[src/rtl/fifo_uart_tx.sv]
// UART transmitter fed from a show-ahead FIFO: pops one word per frame and
// shifts it out LSB first, framed by a start bit and STOP_BITS stop bits.
module fifo_uart_tx #(
  parameter int DATA_WIDTH = 8,
  parameter int BIT_CLKS   = 10417,
  parameter int STOP_BITS  = 1
) (
  input  logic                  clk,
  input  logic                  reset,
  input  logic                  empty,
  input  logic [DATA_WIDTH-1:0] r_data,
  input  logic                  tx_en,
  output logic                  rd,
  output logic                  tx,
  output logic                  busy,
  output logic                  tx_done_tick
);

  localparam int CLK_W = $clog2(BIT_CLKS);
  localparam int BIT_N = (DATA_WIDTH > STOP_BITS) ? DATA_WIDTH : STOP_BITS;
  localparam int BIT_W = (BIT_N > 1) ? $clog2(BIT_N) : 1;

  localparam logic [CLK_W-1:0] CLK_LAST  = CLK_W'(BIT_CLKS - 1);
  localparam logic [CLK_W-1:0] CLK_PEN   = CLK_W'(BIT_CLKS - 2);
  localparam logic [BIT_W-1:0] DATA_LAST = BIT_W'(DATA_WIDTH - 1);
  localparam logic [BIT_W-1:0] STOP_LAST = BIT_W'(STOP_BITS - 1);

  typedef enum logic [1:0] {IDLE, START, DATA, STOP} state_t;

  state_t                  state_q, state_d;
  logic [CLK_W-1:0]        clk_cnt_q, clk_cnt_d;
  logic [BIT_W-1:0]        bit_cnt_q, bit_cnt_d;
  logic [DATA_WIDTH-1:0]   sreg_q, sreg_d;
  logic                    tx_q, tx_d;
  logic                    busy_q, busy_d;
  logic                    done_q, done_d;
  logic                    bit_end;

  // Pop strobe stays combinational so the FIFO advances in the same cycle
  // the head word is captured; reset masks it so no word is lost silently.
  assign rd      = (state_q == IDLE) && !empty && tx_en && !reset;
  assign bit_end = (clk_cnt_q == CLK_LAST);

  always_comb begin
    state_d   = state_q;
    clk_cnt_d = clk_cnt_q;
    bit_cnt_d = bit_cnt_q;
    sreg_d    = sreg_q;
    tx_d      = tx_q;
    done_d    = 1'b0;

    case (state_q)
      IDLE: begin
        tx_d = 1'b1;
        if (rd) begin
          sreg_d    = r_data;
          clk_cnt_d = '0;
          bit_cnt_d = '0;
          tx_d      = 1'b0;
          state_d   = START;
        end
      end
      START: begin
        if (bit_end) begin
          clk_cnt_d = '0;
          tx_d      = sreg_q[0];
          sreg_d    = sreg_q >> 1;
          state_d   = DATA;
        end else begin
          clk_cnt_d = clk_cnt_q + CLK_W'(1);
        end
      end
      DATA: begin
        if (bit_end) begin
          clk_cnt_d = '0;
          if (bit_cnt_q == DATA_LAST) begin
            bit_cnt_d = '0;
            tx_d      = 1'b1;
            state_d   = STOP;
          end else begin
            bit_cnt_d = bit_cnt_q + BIT_W'(1);
            tx_d      = sreg_q[0];
            sreg_d    = sreg_q >> 1;
          end
        end else begin
          clk_cnt_d = clk_cnt_q + CLK_W'(1);
        end
      end
      STOP: begin
        // Registered tick: raise it one cycle early so it lands on the last stop cycle.
        done_d = (bit_cnt_q == STOP_LAST) && (clk_cnt_q == CLK_PEN);
        if (bit_end) begin
          clk_cnt_d = '0;
          if (bit_cnt_q == STOP_LAST) begin
            bit_cnt_d = '0;
            state_d   = IDLE;
          end else begin
            bit_cnt_d = bit_cnt_q + BIT_W'(1);
          end
        end else begin
          clk_cnt_d = clk_cnt_q + CLK_W'(1);
        end
      end
      default: state_d = IDLE;
    endcase

    busy_d = (state_d != IDLE);
  end

  always_ff @(posedge clk) begin
    if (reset) begin
      state_q   <= IDLE;
      clk_cnt_q <= '0;
      bit_cnt_q <= '0;
      sreg_q    <= '0;
      tx_q      <= 1'b1;
      busy_q    <= 1'b0;
      done_q    <= 1'b0;
    end else begin
      state_q   <= state_d;
      clk_cnt_q <= clk_cnt_d;
      bit_cnt_q <= bit_cnt_d;
      sreg_q    <= sreg_d;
      tx_q      <= tx_d;
      busy_q    <= busy_d;
      done_q    <= done_d;
    end
  end

  assign tx           = tx_q;
  assign busy         = busy_q;
  assign tx_done_tick = done_q;

endmodule

[config.mk]
export PLATFORM = sky130hd
export DESIGN_NAME = fifo_uart_tx
export DESIGN_NICKNAME = d
export VERILOG_FILES = /design/src/rtl/fifo_uart_tx.sv
export SDC_FILE = /design/constraint.sdc
export NUM_CORES = 1
export LEC_CHECK = 0
export CAP_MARGIN = 25
export CORE_ASPECT_RATIO = 0.5
export CORE_MARGIN = 2
export CORE_UTILIZATION = 40
export DETAILED_ROUTE_END_ITERATION = 7
export SYNTH_ARGS = -nofsm -noshare
export SYNTH_HDL_FRONTEND = slang
export SYNTH_SLANG_ARGS = --single-unit
[constraint.sdc]
create_clock -name clk -period 2.4 [get_ports clk]
set_input_delay 0.6 -clock clk [delete_from_list [all_inputs] [get_ports clk]]
set_output_delay 0.6 -clock clk [all_outputs]
set_load 0.1 [all_outputs]
==> flow_summary.ini, run 1 <==
[run_status]
status = finished, final reports clean

[detailed_routing]
avgViaCountPerCell = 5.73
drtIter0Drc = 38
vias = 1661
dr.pass1.iters = 4
drc_errors = 0
detail-route-antenna-nets = 0
drt-total-wl_microns = 4310
routedWlPerCell_microns = 14.9

[setup_path]
crit_family = buffers and inverters
worstPathRequired_ns = 1.80
path_max_fanout = 3
arrival_ns = 1.66
end_kind = output pin
worstSetupStartpointType = input port
worstPathCellList = clkdlybuf4s50_1, nand3b_1, nor2_4, buf_12
crit_buf_inv = 2
cp_slowest_stage_delay_ns = 0.44
reg2reg_depth = 6
cp.depth = 4
critical_path_class = input port to output pin
critPathSlowestCell = clkdlybuf4s50_1

[die]
core_area_sq_um = 4470
row_count = 17
num_io_pins = 16
initial_utilization = 0.424
dieHeight_microns = 52.6
die_area_sq_um = 5330
die_x_microns = 101

[global_routing]
grt-ovfl-total = 0
grt.total_usage = 0.180
grt_pass1_vias = 1550
grt_pass1_wl_microns = 7330
grt_max_degree = 19
antenna_found_initial = 0

[sta]
fmax_ghz = 0.443
post-route-min-period_ns = 2.26
fin_crit_sh = 0.941
setup_viol = 0
hold_viol = 0
slew_headroom = 0.537
setup_slack_ns = 0.142
slew_violations = 0
tns_ns = 0
clock_skew_ns = 0.00947
worst_pin_slew_ns = 0.694
whs_ns = 0.463
rsz0062_at_grt = false

[finish]
syn_to_final_growth_pct = 18.2
fill_cells = 430
final_cell_area_sq_um = 2240
final_layout_size_suffix_gt1_frac = 0.176
fin_nets = 254
finalCoreUtilization = 0.501
antenna_cells = 0
multi_input_area_sq_um = 1150
seqCellArea_sq_um = 601

[synthesis]
seq_area_frac_synth = 0.317
syn-num-nets = 234
yosysMostFrequentCell = dfxtp_1
async_flop_share = 0
synth_cell_types = 52
synth_warnings = 0
yosys.area.top_type_share = 0.317
synth_common_cells = dfxtp_1 (30), inv_1 (21), nor2_1 (12)
synth_flop_cell = dfxtp_1
synth-seq-cells = 30
avgSynthCellArea_sq_um = 8.92
synth_top_area_cell = dfxtp_1
netlist_area_sq_um = 1890
synth_top_cells_by_area = dfxtp_1 (32%), ha_1 (6.6%), a221oi_2 (6.3%), inv_1 (4.2%), and4_1 (3.2%)
syn_inst = 212
synth_edf_count = 0

[clocking]
postCtsSetupRepairBufs = 0
h-tree-depth = 2
numClockSinks = 30
tritoncts = built
ctsRootBufferMaster = clkbuf_8
clkTransAtPathRegs_ns = 0.06
post_cts_resized = 0
clk_latency_ns = 0.29
clockBufferDepth = 2
cts_buffers = 5
hold_buffers = 0

[placement]
port_buffers = 15
placed_cell_area_sq_um = 2140
post-place-ws_ns = 0.0615
post-dp-hpwl_microns = 3080
gp_congestion = 0.806

[flow_run]
drv_cap = 0

[power_and_ir_drop]
power_density_nw_per_um2 = 940
p_leak_nw = 0.869
irDropWorstVdd_mv = 0.320

[min_path]
whs_path_depth = 2
min_path_type = register to register
state kept, by name, summed over array words and instances (netlist names):
| register | cells |
|---|---|
| state_q | 2 |
| tx | 1 |
| clk_cnt_q | 14 |
| busy | 1 |
| bit_cnt_q | 3 |
| sreg_q | 8 |
| tx_done_tick | 1 |
worst register-to-register path, cell delays in order (launching register included):
cell       delay, ns
dfxtp_1         0.34
inv_1           0.10
ha_1            0.15
nand4bb_1       0.16
or4_4           0.57
a211o_1         0.49
a221oi_2        0.33
where the power goes:
group | switching [mW] | leakage [nW] | internal [mW]
Combinational | 0.616 | 0.577 | 0.383
Clock | 0.204 | 0.0482 | 0.231
Sequential | 0.0662 | 0.244 | 0.601
cell type report:
class	instances	area share
Clock buffer	7	0.0386
Clock inverter	1	0.00224
Inverter	21	0.0353
Timing Repair Buffer	27	0.109
Multi-Input combinational cell	147	0.515
Sequential cell	30	0.269
Tap cell	57	0.0319
stage by stage:
stage          power (mW)  instances
2_1_floorplan        1.43        212
3_3_place_gp         1.67        282
3_5_place_dp         1.68        282
4_1_cts              2.12        290
5_1_grt              2.25        290
6_report             2.10        290
final timing paths:
| check | startpoint | to | slack, ns |
|---|---|---|---|
| max | empty | rd | 0.14 |
| min | sreg_q[7] | sreg_q[7] | 0.46 |
| max reg2reg | clk_cnt_q[0] | sreg_q[5] | 0.19 |
| min reg2reg | sreg_q[7] | sreg_q[7] | 0.46 |
routing by layer:
metal  wire length (microns)  global-route usage  part of all wire
met1                    2190               0.236              0.51
met2                    1830               0.280              0.42
met4                      90              0.0811             0.021
met5                       0                   0                 0
met3                     197              0.0453             0.046
cells in the final DEF (no fill, tap or decap), types with 4 or more instances in the layout:
master,count
nand3_1,8
buf_4,15
o21ai_0,5
inv_1,21
nor4b_1,4
dfxtp_1,30
and4_1,7
clkbuf_8,6
ha_1,10
nor2_1,11
a31oi_1,9
a211o_1,4
clkdlybuf4s50_1,11
nor2b_1,7
a211oi_1,7
nand2_1,9
a221oi_2,8
logic make-up after synthesis:
family	Yosys count	share of synthesized area
flip-flops	30	0.317
multiplexers	5	0.0278
AND/OR/NAND/NOR	76	0.253
XOR/XNOR	1	0.00463
adder cells (fa/ha/maj)	10	0.0661
buffers and inverters	35	0.0780
AO/OA/AOI/OAI	55	0.253
Note: power is estimated with default switching activity, not from simulation.
==> run 2: changes to the inputs <==
--- a/config.mk
+++ b/config.mk
@@ -5,11 +5,13 @@
 export SDC_FILE = /design/constraint.sdc
 export NUM_CORES = 1
 export LEC_CHECK = 0
+export ABC_CLOCK_PERIOD_IN_PS = 2400
 export CAP_MARGIN = 25
 export CORE_ASPECT_RATIO = 0.5
 export CORE_MARGIN = 2
 export CORE_UTILIZATION = 40
 export DETAILED_ROUTE_END_ITERATION = 7
+export MAX_ROUTING_LAYER = met4
 export SYNTH_ARGS = -nofsm -noshare
 export SYNTH_HDL_FRONTEND = slang
 export SYNTH_SLANG_ARGS = --single-unit
==> run 2 against run 1 <==
  * Clock power is essentially flat
  * Global-route usage rose by 0.52 points
  * Sequential power about the same
  * Combinational power hardly changed
  * Power grew 0.13%
  * Non-clock buffer count unchanged
  * Critical path depth stayed put
  * Worst hold slack worse by 0.00050 ns
  * Final area stayed put
  * Critical endpoint unchanged
  * Final cell count did not move
  * Critical path type unchanged
==> flow_summary.ini, run 2 (synthesis results as in run 1) <==
[setup_path]
crit-reg2reg-capture = sreg_q[5]
worstPathRequired_ns = 1.80
worstSetupStartpoint = empty
r2r_slack_ns = 0.19
end_kind = output pin
critPathSlowestCell = clkdlybuf4s50_1
arrival_ns = 1.66
worstPathCellList = clkdlybuf4s50_1, nand3b_1, nor2_4, buf_12
cp_slowest_stage_delay_ns = 0.44
reg2reg_from = clk_cnt_q[0]
critical_path_class = input port to output pin
path_max_fanout = 3
worstSetupStartpointType = input port
reg2reg_depth = 6
crit_end = rd

[clocking]
post_cts_resized = 0
clk_latency_ns = 0.29
postCtsSetupRepairBufs = 0
clockBufferDepth = 2
numClockSinks = 30
tritoncts = built
clkTransAtPathRegs_ns = 0.06
ctsRootBufferMaster = clkbuf_8
hold_buffers = 0
h-tree-depth = 2
cts_buffers = 5

[finish]
final_layout_size_suffix_gt1_frac = 0.176
syn_to_final_growth_pct = 18.2
antenna_cells = 0
final_cell_mix = dfxtp_1 (30), inv_1 (21), buf_4 (15)
multi_input_area_sq_um = 1150
finalCoreUtilization = 0.501
final_common_cell = dfxtp_1
top_register = clk_cnt_q
reg_top3 = clk_cnt_q x14, sreg_q x8, bit_cnt_q x3
seqCellArea_sq_um = 601
largest_reg_flops = 14
fill_cells = 430
fin_nets = 254

[sta]
fin_crit_sh = 0.941
slew_headroom = 0.537
hold_viol = 0
setup_viol = 0
rsz0062_at_grt = false
setup_slack_ns = 0.142
worst_pin_slew_ns = 0.695
post-route-min-period_ns = 2.26
slew_violations = 0
tns_ns = 0
whs_ns = 0.462
fmax_ghz = 0.443
clock_skew_ns = 0.00988

[detailed_routing]
drtIter0Drc = 39
drt-total-wl_microns = 4340
routedWlPerCell_microns = 15.0
detail-route-antenna-nets = 0
vias = 1659
avgViaCountPerCell = 5.72
drc_errors = 0
dr.pass1.iters = 4

[die]
dieHeight_microns = 52.6
row_count = 17
num_io_pins = 16
die_x_microns = 101
initial_utilization = 0.424
core_area_sq_um = 4470
die_area_sq_um = 5330

[run_status]
status = finished, final reports clean

[global_routing]
grt_pass1_wl_microns = 7350
grt_max_degree = 19
grt-ovfl-total = 0
grt.total_usage = 0.185
grt_pass1_vias = 1549
antenna_found_initial = 0

[placement]
post-place-ws_ns = 0.0615
post-dp-hpwl_microns = 3080
port_buffers = 15
gp_congestion = 0.818

[power_and_ir_drop]
p_leak_nw = 0.869
irDropWorstVdd_mv = 0.322
power_density_nw_per_um2 = 941

[min_path]
min_path_type = register to register

[flow_run]
drv_cap = 0
-- run 2: cell counts in the layout (fill, tap and decap cells not counted) --
No cell type changed its count.
-- run 2: per-stage QoR --
step / instances / power (mW) / area, sq um
2_1_floorplan: 212 / 1.43 / 1900
3_3_place_gp: 282 / 1.67 / 2140
3_5_place_dp: 282 / 1.68 / 2140
4_1_cts: 290 / 2.12 / 2240
5_1_grt: 290 / 2.25 / 2240
6_report: 290 / 2.10 / 2240
-- run 2: power by group --
part	internal [mW]	total (mW)	switching (mW)	leakage (nW)
Combinational	0.383	1.00	0.619	0.577
Sequential	0.601	0.667	0.0665	0.244
Clock	0.231	0.434	0.203	0.0482
-- run 2: layout make-up --
class | count | area share
repair buffers | 27 | 0.109
clock buffers | 7 | 0.0386
well taps | 57 | 0.0319
inverters | 21 | 0.0353
clock inverters | 1 | 0.00224
flip-flops and latches | 30 | 0.269
multi-input cells | 147 | 0.515
-- run 2: worst min path at each step --
stage | start | end | slack (ns) | depth (start not counted)
final | sreg_q[7] | sreg_q[7] | 0.46 | 2
after global routing | sreg_q[6] | sreg_q[6] | 0.49 | 2
after detailed placement | sreg_q[0] | sreg_q[0] | 0.45 | 2
after CTS | sreg_q[0] | sreg_q[0] | 0.46 | 2
after global placement | sreg_q[6] | sreg_q[6] | 0.45 | 2
after floorplan | sreg_q[7] | sreg_q[7] | 0.44 | 2
-- run 2: metal layers --
metal  GRT usage  part of all wire  up-vias  routed length [microns]
met5           -                 0        -                        0
met4      0.0811             0.018        0                       78
met3      0.0453             0.045        9                      194
met2       0.279              0.42       26                     1830
met1       0.237              0.52      779                     2240
li1            -                 -      845                        -
-- run 2: worst max-delay path, delay by kind of cell --
family	cells	cell delay, ns
buffers and inverters	2	0.62
and+or+nand+nor	2	0.44
